## src/rtl/multicycle_controller.sv

```systemverilog
// ----------------------------------------------------------------------------
// multicycle_controller
//   Main control FSM for the multi-cycle RV32I core. Sequences the shared ALU,
//   memories and register file over 3-5 cycles per instruction. Outputs are
//   Moore decodes of the current state and the latched decode fields. The one
//   exception is PCWrite in BEQ, which follows Zero in the same cycle.
//
//   op/funct3/funct7b5 come straight from instruction memory. That output
//   changes once PC advances, so the fields are captured at the FETCH edge.
//   All later states decode only from the captured copies.
//
// Ports
//   clk, reset         rising-edge clock; synchronous active-high reset
//   op, funct3,        fetched instruction fields, valid in FETCH
//   funct7b5
//   Zero               ALU zero flag (BEQ branch decision)
//   PCWrite, AdrSrc, MemWrite, IRWrite, ResultSrc, ALUControl,
//   ALUSrcB, ALUSrcA, ImmSrc, RegWrite   datapath selects and enables
//   state              current state encoding (debug)
//   illegal            sticky illegal-opcode flag
//
// Configuration
//   MC_CTRL_ILLEGAL_TRAP_EN
//     Defined:   an unknown opcode parks the FSM in TRAP with illegal=1
//                until reset.
//     Undefined: an unknown opcode is a 2-cycle NOP and illegal is tied to 0.
// ----------------------------------------------------------------------------
module multicycle_controller (
    input  logic       clk,
    input  logic       reset,
    input  logic [6:0] op,
    input  logic [2:0] funct3,
    input  logic       funct7b5,
    input  logic       Zero,
    output logic       PCWrite,
    output logic       AdrSrc,
    output logic       MemWrite,
    output logic       IRWrite,
    output logic [1:0] ResultSrc,
    output logic [2:0] ALUControl,
    output logic [1:0] ALUSrcB,
    output logic [1:0] ALUSrcA,
    output logic [1:0] ImmSrc,
    output logic       RegWrite,
    output logic [3:0] state,
    output logic       illegal
);

    typedef enum logic [3:0] {
        FETCH    = 4'd0,
        DECODE   = 4'd1,
        MEMADR   = 4'd2,
        MEMREAD  = 4'd3,
        MEMWB    = 4'd4,
        MEMWRITE = 4'd5,
        EXECUTER = 4'd6,
        EXECUTEI = 4'd7,
        ALUWB    = 4'd8,
        BEQ      = 4'd9,
        JAL      = 4'd10
`ifdef MC_CTRL_ILLEGAL_TRAP_EN
        ,
        TRAP     = 4'd15
`endif
    } state_t;

    localparam logic [6:0] OP_LOAD  = 7'b0000011;
    localparam logic [6:0] OP_STORE = 7'b0100011;
    localparam logic [6:0] OP_RTYPE = 7'b0110011;
    localparam logic [6:0] OP_ITYPE = 7'b0010011;
    localparam logic [6:0] OP_BEQ   = 7'b1100011;
    localparam logic [6:0] OP_JAL   = 7'b1101111;

    localparam logic [2:0] ALU_ADD = 3'b000;
    localparam logic [2:0] ALU_SUB = 3'b001;
    localparam logic [2:0] ALU_AND = 3'b010;
    localparam logic [2:0] ALU_OR  = 3'b011;
    localparam logic [2:0] ALU_SLT = 3'b101;

    state_t     state_q, state_d;
    logic [6:0] op_q;
    logic [2:0] funct3_q;
    logic       f7b5_q;
    logic [2:0] alu_dec;

    // State register and decode-field latch.
    always_ff @(posedge clk) begin
        if (reset) begin
            state_q  <= FETCH;
            op_q     <= '0;
            funct3_q <= '0;
            f7b5_q   <= 1'b0;
        end else begin
            state_q <= state_d;
            if (state_q == FETCH) begin
                op_q     <= op;
                funct3_q <= funct3;
                f7b5_q   <= funct7b5;
            end
        end
    end

`ifdef MC_CTRL_ILLEGAL_TRAP_EN
    logic illegal_q;

    always_ff @(posedge clk) begin
        if (reset)
            illegal_q <= 1'b0;
        else if (state_q == DECODE && state_d == TRAP)
            illegal_q <= 1'b1;
    end

    assign illegal = illegal_q & ~reset;
`else
    assign illegal = 1'b0;
`endif

    assign state = reset ? 4'd0 : state_q;

    // ALU operation from funct3. The sub/add split on bit 30 applies only to
    // R-type, because an I-type addi uses bit 30 as part of its immediate.
    always_comb begin
        alu_dec = ALU_ADD;
        case (funct3_q)
            3'b000:  alu_dec = (state_q == EXECUTER && f7b5_q) ? ALU_SUB : ALU_ADD;
            3'b010:  alu_dec = ALU_SLT;
            3'b110:  alu_dec = ALU_OR;
            3'b111:  alu_dec = ALU_AND;
            default: alu_dec = ALU_ADD;
        endcase
    end

    // Next-state and output decode.
    always_comb begin
        state_d    = FETCH;
        PCWrite    = 1'b0;
        AdrSrc     = 1'b0;
        MemWrite   = 1'b0;
        IRWrite    = 1'b0;
        ResultSrc  = 2'b00;
        ALUControl = ALU_ADD;
        ALUSrcB    = 2'b00;
        ALUSrcA    = 2'b00;
        ImmSrc     = 2'b00;
        RegWrite   = 1'b0;

        case (state_q)
            FETCH: begin
                IRWrite   = 1'b1;
                ALUSrcB   = 2'b10;
                ResultSrc = 2'b10;
                PCWrite   = 1'b1;
                state_d   = DECODE;
            end
            DECODE: begin
                // Branch/jump target (OldPC + imm) lands in ALUOut here.
                ALUSrcA = 2'b01;
                ALUSrcB = 2'b01;
                ImmSrc  = (op_q == OP_JAL) ? 2'b11 : 2'b10;
                case (op_q)
                    OP_LOAD, OP_STORE: state_d = MEMADR;
                    OP_RTYPE:          state_d = EXECUTER;
                    OP_ITYPE:          state_d = EXECUTEI;
                    OP_BEQ:            state_d = BEQ;
                    OP_JAL:            state_d = JAL;
`ifdef MC_CTRL_ILLEGAL_TRAP_EN
                    default:           state_d = TRAP;
`else
                    default:           state_d = FETCH;
`endif
                endcase
            end
            MEMADR: begin
                ALUSrcA = 2'b10;
                ALUSrcB = 2'b01;
                ImmSrc  = (op_q == OP_STORE) ? 2'b01 : 2'b00;
                state_d = (op_q == OP_LOAD) ? MEMREAD : MEMWRITE;
            end
            MEMREAD: begin
                AdrSrc  = 1'b1;
                state_d = MEMWB;
            end
            MEMWB: begin
                ResultSrc = 2'b01;
                RegWrite  = 1'b1;
            end
            MEMWRITE: begin
                AdrSrc   = 1'b1;
                MemWrite = 1'b1;
            end
            EXECUTER: begin
                ALUSrcA    = 2'b10;
                ALUControl = alu_dec;
                state_d    = ALUWB;
            end
            EXECUTEI: begin
                ALUSrcA    = 2'b10;
                ALUSrcB    = 2'b01;
                ALUControl = alu_dec;
                state_d    = ALUWB;
            end
            ALUWB: begin
                RegWrite = 1'b1;
            end
            BEQ: begin
                ALUSrcA    = 2'b10;
                ALUControl = ALU_SUB;
                PCWrite    = Zero;
            end
            JAL: begin
                // Computes OldPC+4 for the link; PC takes the target from ALUOut.
                ALUSrcA = 2'b01;
                ALUSrcB = 2'b10;
                PCWrite = 1'b1;
                state_d = ALUWB;
            end
`ifdef MC_CTRL_ILLEGAL_TRAP_EN
            TRAP: begin
                state_d = TRAP;
            end
`endif
            default: state_d = FETCH;
        endcase

        // Enables must be quiet in the reset cycle so an aborted instruction
        // leaves no partial write behind.
        if (reset) begin
            PCWrite    = 1'b0;
            AdrSrc     = 1'b0;
            MemWrite   = 1'b0;
            IRWrite    = 1'b0;
            ResultSrc  = 2'b00;
            ALUControl = ALU_ADD;
            ALUSrcB    = 2'b00;
            ALUSrcA    = 2'b00;
            ImmSrc     = 2'b00;
            RegWrite   = 1'b0;
        end
    end

endmodule

```

## config.mk

```make
export PLATFORM = sky130hd
export DESIGN_NAME = multicycle_controller
export DESIGN_NICKNAME = d
export VERILOG_FILES = /design/src/rtl/multicycle_controller.sv
export SDC_FILE = /design/constraint.sdc
export NUM_CORES = 1
export LEC_CHECK = 0
export BUFFER_PORTS_ARGS = -buffer_cell sky130_fd_sc_hd__buf_2
export CAP_MARGIN = 20
export CORE_ASPECT_RATIO = 1.4
export CORE_MARGIN = 4
export CORE_UTILIZATION = 25
export DETAILED_ROUTE_END_ITERATION = 8
export PLACE_DENSITY_LB_ADDON = 0.25
export SYNTH_ARGS = -nofsm -noshare
export SYNTH_HDL_FRONTEND = slang
export SYNTH_SLANG_ARGS = --single-unit
```

## constraint.sdc

```tcl
create_clock -name clk -period 2.35 [get_ports clk]
set_input_delay 0.1175 -clock clk [delete_from_list [all_inputs] [get_ports clk]]
set_output_delay 0.1175 -clock clk [all_outputs]
set_load 0.05 [all_outputs]
```

== Word level (Yosys, flattened, before mapping) ==
Cells that the tools add are included.
Storage, ports and cells
  flip-flop bits (word level): 15
  output and inout bits: 21
Operators by class
  mux-type cells: 28
  equality and inequality tests: 19
  reductions and logical operators: 12
Operators with widths (number)
  4-bit one-hot mux with 5 select lines: 2
  4-bit by 3-bit == test with 1-bit output, second input constant: 4
  2-bit one-hot mux with 2 select lines: 4
  7-bit by 6-bit == test with 1-bit output, second input constant: 2
  7-bit == test, second input constant: 2
  4-bit == test, second input constant: 3
  1-bit 2-to-1 mux: 12
  3-bit one-hot mux with 4 select lines: 1
  2-bit OR reduction: 6
  4-bit by 2-bit == test with 1-bit output, second input constant: 2
  2-bit 2-to-1 mux: 4
  7-bit by 2-bit == test with 1-bit output, second input constant: 1
  7-bit by 5-bit == test with 1-bit output, second input constant: 1
  3-bit == test, second input constant: 2
  3-bit 2-to-1 mux: 2
  3-bit one-hot mux with 2 select lines: 1
  3-bit OR reduction: 2
  4-bit by 1-bit == test with 1-bit output, second input constant: 1
  4-bit logical NOT: 1
  4-bit 2-to-1 mux: 1
  4-bit OR reduction: 1
  3-bit by 2-bit == test with 1-bit output, second input constant: 1
  3-bit logical NOT: 1
  1-bit one-hot mux with 2 select lines: 1
  1-bit logical AND: 1

== Depth between registers and ports, before layout ==
Gate-level depths: netlist of run 1.
  depth in word-level cells: 6
  depth in mapped cells: 5
  mapped depth without buffers: 3

== Least setup slack after synthesis of run 1 ==
No wires, ideal clock.
  path kind: register to output
  from: reg state_q[1]
  to: out ALUSrcB[1]
  data arrival time: 2369 ps
  slack: -136 ps
  stages on the path, launching flop included: 5
  cells stage by stage: dfxtp_1 clkbuf_1 clkbuf_1 xor2_1 nor4_1
Between the ends
  cells in the longest elaborated chain, start to end: 4
Ends and longest elaborated chain
  start, declared: RTL line 80  | state_t state_q, state_d;
  start signal, assigned: RTL line 94  | state_q <= state_d;
  4-bit by 1-bit == test with 1-bit output, or another cell as far along: RTL line 147  | case (state_q)
  3-bit OR reduction (no line) or 2-bit OR reduction (tied branches)
  2-bit one-hot mux with 2 select lines (*): RTL line 147
  2-bit 2-to-1 mux (*): RTL line 227  | if (reset) begin
  end, declared: RTL line 41  | output logic [1:0] ALUSrcB,
Mark *: on every way between the ends. The rest lies on a longest branch, timed or not.

== Worst setup path after layout of run 1 ==
  from: reg state_q[1]
  to: out ImmSrc[0]
Between the ends
  cells in the longest elaborated chain, start to end: 3
Ends and longest elaborated chain
  4-bit by 2-bit == test with 1-bit output or 4-bit by 1-bit == test with 1-bit output (tied branches): RTL line 147
  2-bit one-hot mux with 2 select lines (*): RTL line 147
  2-bit 2-to-1 mux (*): RTL line 227
  end, declared: RTL line 43  | output logic [1:0] ImmSrc,
Marked as above.

==> flow_summary.toml, run 1 <==
[placement]
post-place-ws_ps = 628
finalWeightedCongestion = 0.786
dpl.hpwl_um = 1910
port-buffer-count = 33

[global_route]
grt-ovfl-total = 0
grt_util_met1_pct = 12.4
grt_pass1_vias = 947
grt.total_usage_pct = 11.0
grt_max_degree = 27
met2_usage_pct = 20.0
grt_busiest_layer = "met2"
antenna_found_initial = 0
grt_pass1_wl_um = 4170
met3_usage_pct = 1.26

[timing]
clock.fmax_mhz = 502
finalCritPeriodShare_pct = 84.8
skew_ps = 3.56
maxSlewHeadroom_pct = 61.1
setup_violations = 0
setup_tns_ps = 0
finalMaxSlewViolations = 0
worstMarginPinSlew_ps = 583
layout_min_cycle_time_ps = 1990
rsz0062_at_grt = "no"
layout_setup_ws_ps = 358
finalHoldViolations = 0

[logic_synthesis]
synthDistinctLibCells = 35
synth-warning-count = 0
syn-num-nets = 149
synthArstFlopShare_pct = 0
synth-seq-area-share_pct = 31.2
ys.flop_type = "dfxtp_1"
ys_ff_latch = 15
synth_area_um2 = 963
syn_area_per_cell_um2 = 7.14
synth_edf_count = 0
syn_inst = 135

[critical_path]
critPathBufInv = 1
startpoint = "state_q[1]$_SDFF_PP0_"
timing.rr.start = "state_q[3]$_SDFF_PP0_"
worstPathRequired_ps = 2230
crit_path_max_fanout = 17
crit_family = "simple AND/OR/NAND/NOR gates"
worstPathArrival_ps = 1870
max_stage_delay_ps = 490
cp_cell_sequence = "nand2b_1 -> nor4_1 -> o21a_1 -> buf_2"
path_class = "register to output port"
worst_path_max_delay_cell = "dfxtp_1"
cp-end-kind = "output port"
start_kind = "register"

[cts]
cts_tree = "built"
cts_repair_resize_count = 0
cts_buffers = 3
cts_root_buf = "clkbuf_8"
ctsHoldBuffers = 0
clk_path_buf_depth = 2
insertion_delay_ps = 240
clk_pin_slew_worst_paths_ps = 60
cts_sinks = 15
h-tree-depth = 1
cts_setup_buffers = 0

[cells_and_area]
area_growth_pct = 23.5
n_antenna_cell = 0
fill_cells = 435
drive_gt1_share_pct = 26.3
final_nets = 175

[die]
core_um2 = 3680
fp-row-count = 26
ioPinCount = 35
initial_core_util_pct = 26.2
die_area_um2 = 4920
die_y_um = 81.5
fp.dieW_um = 60.5

[route]
first_pass_iters = 2
via_per_inst = 4.79
drt_iter0_markers = 16
wl_per_cell_um = 12.1
drc = 0
vias = 967
ant_nets = 0
drt_wl_total_um = 2440

[pwr]
power.density_nw_per_um2 = 513
power_uw = 610
p_leak_nw = 0.529
irDropWorstVdd_v = 0.000240

[run]
maxCapViolations = 0

[hold_path]
hp-start = "funct3[0]"
hold_class = "primary input to register"

[outcome]
status = "finished, final reports clean"
layer usage:
metal	wire length [um]	share of wire (%)	up-vias
met5	0	0	-
met4	41	1.7	0
met3	138	5.7	2
met2	1270	52	21
met1	986	40	431
li1	-	-	513
cells in the final DEF, fill, tap and decap left out, types with 3 or more instances in the layout:
cell type	count
a211o_1	3
a21oi_1	14
buf_2	33
clkbuf_8	3
dfxtp_1	15
inv_1	4
nand2_1	25
nand2b_1	3
nor2_1	9
nor2b_1	5
nor3_1	6
nor4_1	3
or4_1	3
xor2_1	3
final timing paths:
check	endpoint	slack, ps	cells past startpoint
worst max-delay path	ImmSrc[0]	360	4
worst min-delay path	funct3_q[0]$_SDFFE_PP0P_	110	3
worst max register to register	state_q[3]$_SDFF_PP0_	650	3
worst min register to register	f7b5_q$_SDFFE_PP0P_	460	2
power by group:
group	total (mW)	internal (mW)	switching (mW)
sequential	0.286	0.269	0.0173
combinational	0.120	0.0413	0.0792
clock	0.204	0.120	0.0841
total	0.610	0.430	0.181
stage by stage:
| stage | util [%] | hold slack, ps | std cells | cell area (um2) |
|---|---|---|---|---|
| after floorplan | - | 253 | 135 | 981 |
| after global placement | 31.1 | 360 | 198 | 1140 |
| after detailed placement | 31.1 | 366 | 198 | 1140 |
| after CTS | 32.4 | 107 | 202 | 1190 |
| after global routing | 32.4 | 114 | 202 | 1190 |
| final | 32.4 | 110 | 202 | 1190 |
synth_stat cells (2+ instances only):
| library cell | number | area [um2] |
|---|---|---|
| a211o_1 | 3 | 26.3 |
| and3_1 | 2 | 12.5 |
| o21ai_0 | 2 | 10.0 |
| a21oi_1 | 14 | 70.1 |
| inv_1 | 4 | 15.0 |
| xnor2_1 | 2 | 17.5 |
| clkbuf_1 | 10 | 37.5 |
| nor2b_1 | 5 | 31.3 |
| buf_4 | 2 | 15.0 |
| or4_1 | 3 | 22.5 |
| nor3b_1 | 2 | 15.0 |
| xor2_1 | 3 | 26.3 |
| nand2_1 | 25 | 93.8 |
| nand3b_1 | 2 | 15.0 |
| o21a_1 | 2 | 15.0 |
| nor3_1 | 7 | 35.0 |
| dfxtp_1 | 15 | 300 |
| nor4_1 | 5 | 31.3 |
| nor2_1 | 9 | 33.8 |
| nand2b_1 | 3 | 18.8 |
flip-flops by register name, summed over array words and instances, names as in the netlist:
register / cells
f7b5_q: 1
funct3_q: 3
op_q: 7
state_q: 4
tightest hold or removal path, cell delays in order:
cell and delay, ps:
buf_2 90, nand2_1 40, a21oi_1 50
cell type report:
class	count	area [um2]	share of cell area, %
Clock buffer	4	45.0	3.79
Multi-Input combinational cell	102	597	50.2
Sequential cell	15	300	25.2
Timing Repair Buffer	35	180	15.1
Tap cell	42	52.6	4.42
Inverter	4	15.0	1.26
kinds of logic after synthesis:
group / count (synthesis) / synth area share [%]
XOR/XNOR: 5 / 4.55
flip-flops: 15 / 31.2
AND/OR/NAND/NOR: 70 / 38.4
other: 1 / 0.389
AO/OA/AOI/OAI: 26 / 16.8
buffers and inverters: 18 / 8.70
(Power assumes the default switching activity.)
==> run 2: changes to the inputs <==
- clock period: 2.35 -> 2.1 ns (I/O delays scaled with it)
==> run 2 against run 1 <==
Clock skew shrank 1.0 ps; cell count is the same; die area is the same; highest routed layer unchanged; critical endpoint is now ALUSrcA[1]; sequential power grew 12%.
==> flow_summary.toml, run 2 (synthesis gave the netlist of run 1 again) <==
[critical_path]
start_kind = "register"
worstPathArrival_ps = 1860
worstPathRequired_ps = 2000
cp-end-kind = "output port"
path_class = "register to output port"
timing.rr.start = "state_q[3]$_SDFF_PP0_"
regToRegSetupSlack_ps = 380
reg2regPathDepth = 3
startpoint = "state_q[2]$_SDFF_PP0_"
reg2reg_to = "state_q[3]$_SDFF_PP0_"
crit_path_max_fanout = 16

[placement]
dpl.hpwl_um = 1920
post-place-ws_ps = 385
port-buffer-count = 33
finalWeightedCongestion = 0.765

[global_route]
grt-ovfl-total = 0
antenna_found_initial = 0
grt_pass1_wl_um = 4140
grt_pass1_vias = 952
grt.total_usage_pct = 10.6
grt_max_degree = 27

[timing]
rsz0062_at_grt = "no"
finalHoldViolations = 0
holdWs_ps = 91.8
clock.fmax_mhz = 509
maxSlewHeadroom_pct = 60.3
worstMarginPinSlew_ps = 595
layout_setup_ws_ps = 134
skew_ps = 2.54
setup_violations = 0
finalCritPeriodShare_pct = 93.6
layout_min_cycle_time_ps = 1970
setup_tns_ps = 0
finalMaxSlewViolations = 0

[cts]
cts_setup_buffers = 0
h-tree-depth = 1
cts_root_buf = "clkbuf_8"
insertion_delay_ps = 250
cts_tree = "built"
cts_buffers = 3
clk_path_buf_depth = 2
clk_pin_slew_worst_paths_ps = 60
cts_sinks = 15

[cells_and_area]
top_register = "op_q"
largest_register_ffs = 7
layout_commonest_cell = "buf_2"
area_growth_pct = 24.8
top_regs = "op_q (7), state_q (4), funct3_q (3)"
drive_gt1_share_pct = 28.7
n_antenna_cell = 0
final_cell_mix = "33 x buf_2, 25 x nand2_1, 14 x a21oi_1, 14 x dfxtp_1, 9 x nor2_1"
final_nets = 175

[pwr]
power_uw = 690
power.density_nw_per_um2 = 574
irDropWorstVdd_v = 0.000212
p_leak_nw = 0.537

[die]
ioPinCount = 35
initial_core_util_pct = 26.2
fp.dieW_um = 60.5
fp-row-count = 26
die_y_um = 81.5
core_um2 = 3680
die_area_um2 = 4920

[route]
drc = 0
first_pass_iters = 4
ant_nets = 0
drt_iter0_markers = 37
vias = 1005
drt_wl_total_um = 2520
wl_per_cell_um = 12.5
via_per_inst = 4.98

[hold_path]
hold_class = "primary input to register"
hp-start = "op[1]"
min_path_cells = 3
worstHoldEndpoint = "op_q[1]$_SDFFE_PP0P_"

[run]
maxCapViolations = 0

[outcome]
status = "finished, final reports clean"
==> run 2: changes by cell type in the layout (fill, tap and decap cells not counted) <==
cell      before  now
nor3_2         1    3
nor3_1         6    4
dfxtp_2        0    1
dfxtp_1       15   14
clkinv_2       0    1
clkbuf_1       1    0
==> run 2: timing repair <==
item                       in CTS  in global routing
hold buffers                    0                  0
gates resized for setup         0                  1
setup endpoints to repair       0                  1
hold endpoints to repair        0                  0
==> run 2: per-stage QoR <==
| step | util [%] | std cells | instance area, um2 |
|---|---|---|---|
| final | 32.7 | 202 | 1200 |
| after global routing | 32.7 | 202 | 1200 |
| after CTS | 32.7 | 202 | 1200 |
| after detailed placement | 31.4 | 198 | 1150 |
| after global placement | 31.4 | 198 | 1150 |
| after floorplan | - | 135 | 991 |
==> run 2: worst max-delay path, cell delays in order (launching register included) <==
cell and delay [ps]:
dfxtp_1 690, inv_1 180, a211o_1 320, a21oi_1 140, buf_2 280
==> run 2: power breakdown <==
group | total [mW] | switching [mW] | leakage [nW] | internal (mW)
clock | 0.233 | 0.101 | 0.0255 | 0.131
combinational | 0.137 | 0.0906 | 0.388 | 0.0464
sequential | 0.320 | 0.0193 | 0.124 | 0.301
==> run 2: area by class of cell <==
cell class	count	area (um2)
fillers	421	2470
multi-input cells	102	607
flip-flops and latches	15	302
repair buffers	35	180
well taps	42	52.6
clock buffers	3	41.3
inverters	4	15.0
clock inverters	1	5.00
==> run 2: routing by layer <==
layer  share of wire, %  global-route usage [%]
met3                5.8                    1.57
met2                 50                    18.0
met4                2.2                    4.56
met5                  0                       0
met1                 42                    13.2
==> run 2: how the worst max path moves through the flow <==
stage	cells after the start	slack, ps	endpoint
2_1_floorplan	4	-160	PCWrite
3_3_place_gp	4	430	ImmSrc[0]
3_5_place_dp	3	390	state_q[3]$_SDFF_PP0_
4_1_cts	4	110	ImmSrc[0]
5_1_grt	4	6	ALUSrcA[1]
6_report	4	130	ALUSrcA[1]
